**config.mk**
```make
export PLATFORM = sky130hd
export DESIGN_NAME = player_motion_ctrl_flat
export DESIGN_NICKNAME = d
export VERILOG_FILES = /design/src/rtl/player_motion_ctrl_if.sv /design/src/rtl/player_motion_ctrl.sv /design/src/flat_wrapper.sv
export SDC_FILE = /design/constraint.sdc
export NUM_CORES = 1
export LEC_CHECK = 0
export ABC_AREA = 1
export BUFFER_PORTS_ARGS = -buffer_cell sky130_fd_sc_hd__buf_2
export CORE_MARGIN = 8
export CORE_UTILIZATION = 35
export DETAILED_ROUTE_END_ITERATION = 12
export PLACE_DENSITY = 0.61
export SYNTH_ARGS = -nofsm -noshare
export SYNTH_HDL_FRONTEND = slang
export SYNTH_SLANG_ARGS = --single-unit
export TNS_END_PERCENT = 1
```
**constraint.sdc**
```tcl
create_clock -name clk -period 3.6 [get_ports clk]
set_clock_uncertainty 0.2 [all_clocks]
set_input_delay 0.54 -clock clk [delete_from_list [all_inputs] [get_ports clk]]
set_output_delay 0.54 -clock clk [all_outputs]
set_load 0.05 [all_outputs]
```
**src/rtl/player_motion_ctrl_if.sv**
```systemverilog
// rtl/player_motion_ctrl_if.sv - raster, button and sprite-position signals of player_motion_ctrl
interface player_motion_ctrl_if;
    logic       enable;
    logic [9:0] v_counter;
    logic       btn_up;
    logic       btn_down;
    logic       btn_left;
    logic       btn_right;
    logic [7:0] player_x_pos;
    logic [7:0] player_y_pos;
    logic       frame_tick;
    logic       busy;

    modport slave (
        input  enable, v_counter, btn_up, btn_down, btn_left, btn_right,
        output player_x_pos, player_y_pos, frame_tick, busy
    );

    modport master (
        output enable, v_counter, btn_up, btn_down, btn_left, btn_right,
        input  player_x_pos, player_y_pos, frame_tick, busy
    );
endinterface

```
**src/rtl/player_motion_ctrl.sv**
```systemverilog
// rtl/player_motion_ctrl.sv - once-per-frame sprite position update from four buttons
// Position is only committed in COMMIT, so the pixel generator never sees a mid-frame move.
module player_motion_ctrl #(
    parameter int STEP        = 2,
    parameter int X_MIN       = 0,
    parameter int X_MAX       = 235,
    parameter int Y_MIN       = 0,
    parameter int Y_MAX       = 235,
    parameter int X_INIT      = 118,
    parameter int Y_INIT      = 118,
    parameter int UPDATE_LINE = 599
) (
    input  logic                  clk,
    input  logic                  reset,
    player_motion_ctrl_if.slave   bus
);

    typedef enum logic [1:0] {
        IDLE   = 2'd0,
        CALC_X = 2'd1,
        CALC_Y = 2'd2,
        COMMIT = 2'd3
    } state_t;

    localparam logic signed [9:0] STEP_S  = 10'(STEP);
    localparam logic signed [9:0] X_MIN_S = 10'(X_MIN);
    localparam logic signed [9:0] X_MAX_S = 10'(X_MAX);
    localparam logic signed [9:0] Y_MIN_S = 10'(Y_MIN);
    localparam logic signed [9:0] Y_MAX_S = 10'(Y_MAX);
    localparam logic [9:0]        LINE    = 10'(UPDATE_LINE);

    state_t     state;
    state_t     state_next;

    // button vectors are ordered {up, down, left, right}
    logic [3:0] btn_meta;
    logic [3:0] btn_sync;
    logic [3:0] btn_lat;
    logic [9:0] v_prev;
    logic       trig;

    logic       latch_btn;
    logic       do_x;
    logic       do_y;
    logic       do_commit;

    logic [7:0] x_pos;
    logic [7:0] y_pos;
    logic [7:0] nx;
    logic [7:0] ny;
    logic       tick;

    function automatic logic [7:0] step_clamp(
        input logic [7:0]        pos,
        input logic              inc,
        input logic              dec,
        input logic signed [9:0] lo,
        input logic signed [9:0] hi
    );
        logic signed [9:0] v;
        v = signed'({2'b00, pos});
        if (inc && !dec)
            v = v + STEP_S;
        else if (dec && !inc)
            v = v - STEP_S;
        if (v < lo)
            v = lo;
        else if (v > hi)
            v = hi;
        return v[7:0];
    endfunction

    always_ff @(posedge clk or posedge reset) begin
        if (reset) begin
            btn_meta <= 4'b0;
            btn_sync <= 4'b0;
            v_prev   <= 10'd0;
        end else begin
            btn_meta <= {bus.btn_up, bus.btn_down, bus.btn_left, bus.btn_right};
            btn_sync <= btn_meta;
            v_prev   <= bus.v_counter;
        end
    end

    // Edge detect on the raster line: one trigger however long v_counter dwells there.
    assign trig = bus.enable && (bus.v_counter == LINE) && (v_prev != LINE);

    always_ff @(posedge clk or posedge reset) begin
        if (reset)
            state <= IDLE;
        else
            state <= state_next;
    end

    always_comb begin
        state_next = state;
        case (state)
            IDLE:    if (trig) state_next = CALC_X;
            CALC_X:  state_next = CALC_Y;
            CALC_Y:  state_next = COMMIT;
            COMMIT:  state_next = IDLE;
            default: state_next = IDLE;
        endcase
    end

    always_comb begin
        latch_btn = 1'b0;
        do_x      = 1'b0;
        do_y      = 1'b0;
        do_commit = 1'b0;
        case (state)
            IDLE:    latch_btn = trig;
            CALC_X:  do_x      = 1'b1;
            CALC_Y:  do_y      = 1'b1;
            COMMIT:  do_commit = 1'b1;
            default: ;
        endcase
    end

    always_ff @(posedge clk or posedge reset) begin
        if (reset) begin
            btn_lat <= 4'b0;
            nx      <= 8'(X_INIT);
            ny      <= 8'(Y_INIT);
            x_pos   <= 8'(X_INIT);
            y_pos   <= 8'(Y_INIT);
            tick    <= 1'b0;
        end else begin
            tick <= do_commit;
            if (latch_btn)
                btn_lat <= btn_sync;
            if (do_x)
                nx <= step_clamp(x_pos, btn_lat[0], btn_lat[1], X_MIN_S, X_MAX_S);
            if (do_y)
                ny <= step_clamp(y_pos, btn_lat[2], btn_lat[3], Y_MIN_S, Y_MAX_S);
            if (do_commit) begin
                x_pos <= nx;
                y_pos <= ny;
            end
        end
    end

    assign bus.player_x_pos = x_pos;
    assign bus.player_y_pos = y_pos;
    assign bus.frame_tick   = tick;
    assign bus.busy         = (state != IDLE);

endmodule

```
**src/flat_wrapper.sv**
```systemverilog
// flat-port wrapper written by rule: the top's interface ports become plain ports
module player_motion_ctrl_flat 
#(
    parameter int STEP        = 2,
    parameter int X_MIN       = 0,
    parameter int X_MAX       = 235,
    parameter int Y_MIN       = 0,
    parameter int Y_MAX       = 235,
    parameter int X_INIT      = 118,
    parameter int Y_INIT      = 118,
    parameter int UPDATE_LINE = 599
)
  (clk, reset, bus_enable, bus_v_counter, bus_btn_up, bus_btn_down, bus_btn_left, bus_btn_right, bus_player_x_pos, bus_player_y_pos, bus_frame_tick, bus_busy);
  player_motion_ctrl_if bus_i ();
  input  logic clk;
  input  logic reset;
  input wire logic [$bits(bus_i.enable)-1:0] bus_enable;
  input wire logic [$bits(bus_i.v_counter)-1:0] bus_v_counter;
  input wire logic [$bits(bus_i.btn_up)-1:0] bus_btn_up;
  input wire logic [$bits(bus_i.btn_down)-1:0] bus_btn_down;
  input wire logic [$bits(bus_i.btn_left)-1:0] bus_btn_left;
  input wire logic [$bits(bus_i.btn_right)-1:0] bus_btn_right;
  output wire logic [$bits(bus_i.player_x_pos)-1:0] bus_player_x_pos;
  output wire logic [$bits(bus_i.player_y_pos)-1:0] bus_player_y_pos;
  output wire logic [$bits(bus_i.frame_tick)-1:0] bus_frame_tick;
  output wire logic [$bits(bus_i.busy)-1:0] bus_busy;
  assign bus_i.enable = bus_enable;
  assign bus_i.v_counter = bus_v_counter;
  assign bus_i.btn_up = bus_btn_up;
  assign bus_i.btn_down = bus_btn_down;
  assign bus_i.btn_left = bus_btn_left;
  assign bus_i.btn_right = bus_btn_right;
  assign bus_player_x_pos = bus_i.player_x_pos;
  assign bus_player_y_pos = bus_i.player_y_pos;
  assign bus_frame_tick = bus_i.frame_tick;
  assign bus_busy = bus_i.busy;
  player_motion_ctrl #(.STEP(STEP), .X_MIN(X_MIN), .X_MAX(X_MAX), .Y_MIN(Y_MIN), .Y_MAX(Y_MAX), .X_INIT(X_INIT), .Y_INIT(Y_INIT), .UPDATE_LINE(UPDATE_LINE)) u_core (.clk(clk), .reset(reset), .bus(bus_i));
endmodule
```
## Yosys cells after proc, flatten, opt, wreduce, memory -nomap -nowiden

Index checks and enable logic that the tools add are counted.

- Bits in registers: 57
- Bits in latches: 0
- Memory bits (writable): 0
- Bits in read-only memories: 0
- Input bits: 17
- Output and inout bits: 18
- Word-level logic and storage cells: 52
- Memories: 0

- $add $sub $neg: 4
- Multiply operators: 0
- Divide/modulo/power cells: 0
- Magnitude comparators: 4
- Equality and inequality tests: 6
- Shift operators: 0
- Muxes and demuxes: 16
- Bitwise gates (word level): 0
- Reductions and logical operators: 12

Operators by type and width:

| cell | number |
|---|---|
| 10-bit two-way mux | 6 |
| 8-bit two-way mux | 4 |
| 10-bit by 9-bit greater-than comparator with 1-bit output, second input constant | 2 |
| 10-bit by 1-bit < comparator with 1-bit output, second input constant | 2 |
| 8-bit by 2-bit adder with 9-bit output, second input constant | 2 |
| 8-bit by 2-bit subtractor with 9-bit output, second input constant | 2 |
| 10-bit == test, second input constant | 1 |
| 10-bit inequality test, second input constant | 1 |
| 2-bit one-hot mux with 4 select lines | 1 |
| 1-bit logical AND | 6 |
| 2-bit == test, second input constant | 2 |
| 1-bit logical NOT | 4 |
| 1-bit two-way mux | 4 |
| 2-bit by 1-bit == test with 1-bit output, second input constant | 1 |
| 2-bit logical NOT | 1 |
| 2-bit two-way mux | 1 |
| 2-bit by 1-bit inequality test with 1-bit output, second input constant | 1 |
| 2-bit nonzero test | 1 |

## Logic depth before layout (Yosys ltp)

- Word-level depth: 8
- Gate-level depth with buffers: 14
- Depth with buffers taken out: 14

## Worst setup path after synthesis

No wires, ideal clock.

- Path type: reg-to-reg
- From: register u_core.x_pos[1], in the netlist u_core.bus.player_x_pos[1]
- To: register u_core.nx[3]
- Library setup time: 0.117 ns
- Data arrival time: 1.855 ns
- Required time: 3.283 ns
- Slack: 1.429 ns
- Stages on the path, launching flop included: 13
- Path buffers: 0
- Clock period less this slack: 2.171 ns
- Cell sequence: dfstp_2 > inv_1 > ha_1 > o21ai_0 > nand2_1 > nand2_1 > nand3_1 > nand4_1 > nand2_1 > nand2_2 > nand2_1 > nand2_1 > nand2_1

- Cells in the longest elaborated chain, start to end: 7
- Elaborated cells between the ends (all ways): 9
- Classes of those cells: add/sub (2); order compare (2); mux (5)

Ends and longest elaborated chain:

| item | line | RTL |
|---|---|---|
| from (decl) | player_motion_ctrl.sv:47 | `logic [7:0] x_pos;` |
| from (signal assigned) | player_motion_ctrl.sv:125 | `x_pos <= 8'(X_INIT);` |
| from (signal assigned) | player_motion_ctrl.sv:137 | `x_pos <= nx;` |
| 8-bit by 2-bit subtractor with 9-bit output | player_motion_ctrl.sv:65 | `v = v - STEP_S;` |
| 10-bit two-way mux | player_motion_ctrl.sv:64 | `else if (dec && !inc)` |
| 10-bit two-way mux (*) | player_motion_ctrl.sv:62 | `if (inc && !dec)` |
| 10-bit two-way mux (*) | player_motion_ctrl.sv:132 | `if (do_x)` |
| 10-bit by 9-bit greater-than comparator with 1-bit output | player_motion_ctrl.sv:68 | `else if (v > hi)` |
| 8-bit two-way mux | player_motion_ctrl.sv:68 |  |
| 8-bit two-way mux (*) | player_motion_ctrl.sv:66 | `if (v < lo)` |
| to (signal assigned) | player_motion_ctrl.sv:123 | `nx <= 8'(X_INIT);` |
| to (signal assigned) | player_motion_ctrl.sv:133 | `nx <= step_clamp(x_pos, btn_lat[0], btn_lat[1], X_MIN_S, X_MAX_S);` |
| to (decl) | player_motion_ctrl.sv:49 | `logic [7:0] nx;` |

Mark *: on every way between the ends. The rest lies on a longest branch, timed or not. The select of a mux whose other input is x is not followed.
A chain may end at the register's enable or synchronous reset.

## Final worst setup path

- From: register u_core.state[0]
- To: output bus_busy

- Cells in the longest elaborated chain, start to end: 1

Ends and longest elaborated chain:

| item | line | RTL |
|---|---|---|
| from (decl) | player_motion_ctrl.sv:32 | `state_t state;` |
| from (signal assigned) | player_motion_ctrl.sv:92 | `state <= state_next;` |
| 2-bit nonzero test | player_motion_ctrl.sv:146 | `assign bus.busy = (state != IDLE);` |
| to (decl) | flat_wrapper.sv:26 | `output wire logic [$bits(bus_i.busy)-1:0] bus_busy;` |

No other way between the ends.

==> impl_results.md <==
* Status: finished clean
* Vias in the first global route at 2355
* Dpl ws at 1.47 ns
* H-tree depth at 3
* Worst hold start: bus_btn_up
* Yosys warns at 0
* Die Y at 105 um
* Fillers at 792
* Port Buf Inserts at 34
* CP startpoint: u_core.state[0]
* Rows at 32
* Critical path's slowest cell: dfrtp_1
* Core area at 7690 sq um
* ANT cells at 0
* Crit Path Class: reg2out
* Arrival time worst endpoint at 1.37 ns
* 1st-iter DRT viols at 65
* CP max stage delay at 0.37 ns
* LEAKAGE at 1.64 nW
* GRT Total Usage at 11.6%
* Sequential fraction of the synthesis area at 52.8%
* WP data required at 2.86 ns
* Worst-path maximum fanout at 4
* Total congestion overflow at 0
* I/O pin cnt at 35
* Crit-path cells: inv_1 -> ha_1 -> inv_1 -> buf_2
* Final Cell Area at 3250 sq um
* Initial core utilization at 35.8%
* Fin Hold WS at 0.109 ns
* RSZ-0062 raised after global routing: no
* Post-synth top area share at 33.7%
* Final HPWL DP at 4390 um
* Worst Tran Pin Value at 1.04 ns
* Nets@finish at 410
* DRC at 0
* Synth top area cells: dfrtp_1 34%, dfstp_2 19%, nand2_1 17%
* R2R Path Start: u_core.bus.player_y_pos[1]
* Post-CTS Setup Inserts at 0
* P&R area growth vs syn at 18.3%
* Total CTS buffers at 9
* Clock slew at reported path FFs at 0.07 ns
* Max-slew violation count at 0
* Share of cells above drive strength 1 at 23.4%
* Final min period at 2.11 ns
* Final Hold Violating Endpoints at 0
* Final ANT Viol Nets at 0
* DR WL/cell at 12.0 um
* Root buf cell: clkbuf_8
* Power, Total at 2.42 mW
* Gpl congestion at 0.875
* Pwr per Cell Area at 743 nW/um^2
* Post-CTS Hold Buffers at 0
* Placed Area at 3060 sq um
* # Max-Cap Violations at 0
* Slew margin rel. at 30.3%
* F_max at 0.473 GHz
* Synthesized Nets at 365
* Crit. End Element: primary output
* CTS tree: done
* DR vias/cell at 4.67
* Mean Syn Cell Area at 8.11 sq um
* Final Worst Setup Slack at 1.49 ns
* Antenna violations before repair at 0
* VDD IR max at 0.301 mV
* Routed wire length at 5910 um
* Worst-Skew Late Latency at 0.34 ns
* Chip width at 105 um
* Yosys top cell by area: dfrtp_1
* Setup_tns at 0 ns
* Pre-antenna DRT Iters at 4
* Final worst path period share at 58.7%
* Hold crit path type: in2reg
* Post-CTS sizing at 0
* CTS max path bufs at 2
* Count of final setup violators at 0
* Synthesized instance count at 339
* Count of state elements after synthesis at 57
* Yosys cell types at 23
* Die ar. at 10900 sq um
* Mapped cell area at 2750 sq um
* Largest net degree at the start of global routing at 53
* TritonCTS Sinks at 57
* Via count at 2292
* Worst path most repeated cell: inv_1
* CP Launch Type: register
* First-pass GRT wire length at 10400 um
## metrics by stage
step                util (%)  instances
floorplan                  -        339
global placement        39.8        475
detailed placement      39.8        475
CTS                     42.3        491
global route            42.3        491
finish                  42.3        491
## cells in the mapped netlist, drive strengths merged
cell,number
mux2,2
nor3b,1
dfrtp,37
xor2,2
clkbuf,3
nand3,25
inv,36
ha,9
or2,1
nor3,3
dfstp,20
a21oi,1
o41ai,1
nand2,133
nand4,10
o21ai,31
clkinv,1
nor2,23
## cells by family (layout without fill, tap and decap cells)
kind of cell               after synthesis  count (layout)  synth area share, %
AOI/OAI and AO/OA                       33              33                 6.14
xor gates and xnor gates                 2               2                0.637
adders and majority gates                9               9                 4.09
buffers and inverters                   40              90                 5.46
DFF                                     57              57                 52.8
muxes                                    2               2                0.819
and+or+nand+nor                        196             196                 30.1
## per-layer routing
layer / wire length (um) / global-route usage [%]
met5: 0 / 0
met4: 129 / 6.42
met3: 155 / 3.19
met2: 2800 / 18.8
met1: 2830 / 13.8
## cell type report
class / instances / area (sq um) / share of cell area, %
Clock inverter: 7 / 70.1 / 2.15
Clock buffer: 9 / 124 / 3.81
Tap cell: 102 / 128 / 3.92
Sequential cell: 57 / 1450 / 44.6
Multi-Input combinational cell: 242 / 1150 / 35.3
Inverter: 37 / 139 / 4.27
Timing Repair Buffer: 37 / 193 / 5.92
## sequential cells by signal, indices dropped and copies added, names as in the netlist
| name | cells |
|---|---|
| u_core.btn_lat | 4 |
| u_core.bus.player_y_pos | 8 |
| u_core.state | 2 |
| u_core.btn_meta | 4 |
| u_core.v_prev | 10 |
| u_core.bus.frame_tick | 1 |
| u_core.nx | 8 |
| u_core.bus.player_x_pos | 8 |
| u_core.btn_sync | 4 |
| u_core.ny | 8 |
## where the power goes
part / switching [mW] / internal [mW] / total [mW]
Sequential: 0.121 / 0.823 / 0.944
Combinational: 0.647 / 0.236 / 0.883
Clock: 0.270 / 0.319 / 0.589
Total: 1.04 / 1.38 / 2.42
## worst max-delay path, delay by kind of cell (launching register included)
family | cells | cell delay, ns
adder cells (fa/ha/maj) | 1 | 0.21
buffers and inverters | 3 | 0.44
flip-flops | 1 | 0.37
## worst paths after layout
path	cells after the start	slack [ns]	end
setup / recovery	4	1.49	bus_busy
hold / removal	1	0.11	u_core.btn_meta[3]
setup reg to reg	14	1.50	u_core.ny[3]
hold reg to reg	0	0.15	u_core.btn_sync[0]
max in group asynchronous	3	2.19	u_core.ny[1]
min in group asynchronous	2	0.25	u_core.bus.player_x_pos[3]
## cell usage in the layout, fill, tap and decap left out
| cell type | Yosys | routed |
|---|---|---|
| a21oi_1 | 1 | 1 |
| buf_2 | 0 | 34 |
| buf_4 | 0 | 3 |
| bufinv_16 | 0 | 1 |
| clkbuf_8 | 0 | 9 |
| clkinv_1 | 1 | 1 |
| clkinv_2 | 0 | 3 |
| clkinv_4 | 0 | 1 |
| clkinvlp_4 | 0 | 1 |
| dfrtp_1 | 37 | 37 |
| dfstp_2 | 20 | 20 |
| ha_1 | 9 | 9 |
| inv_1 | 30 | 29 |
| inv_2 | 6 | 7 |
| inv_6 | 0 | 1 |
| mux2_2 | 2 | 2 |
| nand2_1 | 128 | 128 |
| nand2_2 | 5 | 5 |
| nand3_1 | 24 | 24 |
| nand3_2 | 1 | 1 |
| nand4_1 | 10 | 10 |
| nor2_1 | 20 | 20 |
| nor2_2 | 3 | 3 |
| nor3_1 | 3 | 3 |
| nor3b_1 | 1 | 1 |
| o21ai_0 | 26 | 26 |
| o21ai_1 | 5 | 5 |
| o41ai_1 | 1 | 1 |
| or2_1 | 1 | 1 |
| xor2_1 | 2 | 2 |
Note: power is estimated with default switching activity, not from simulation.
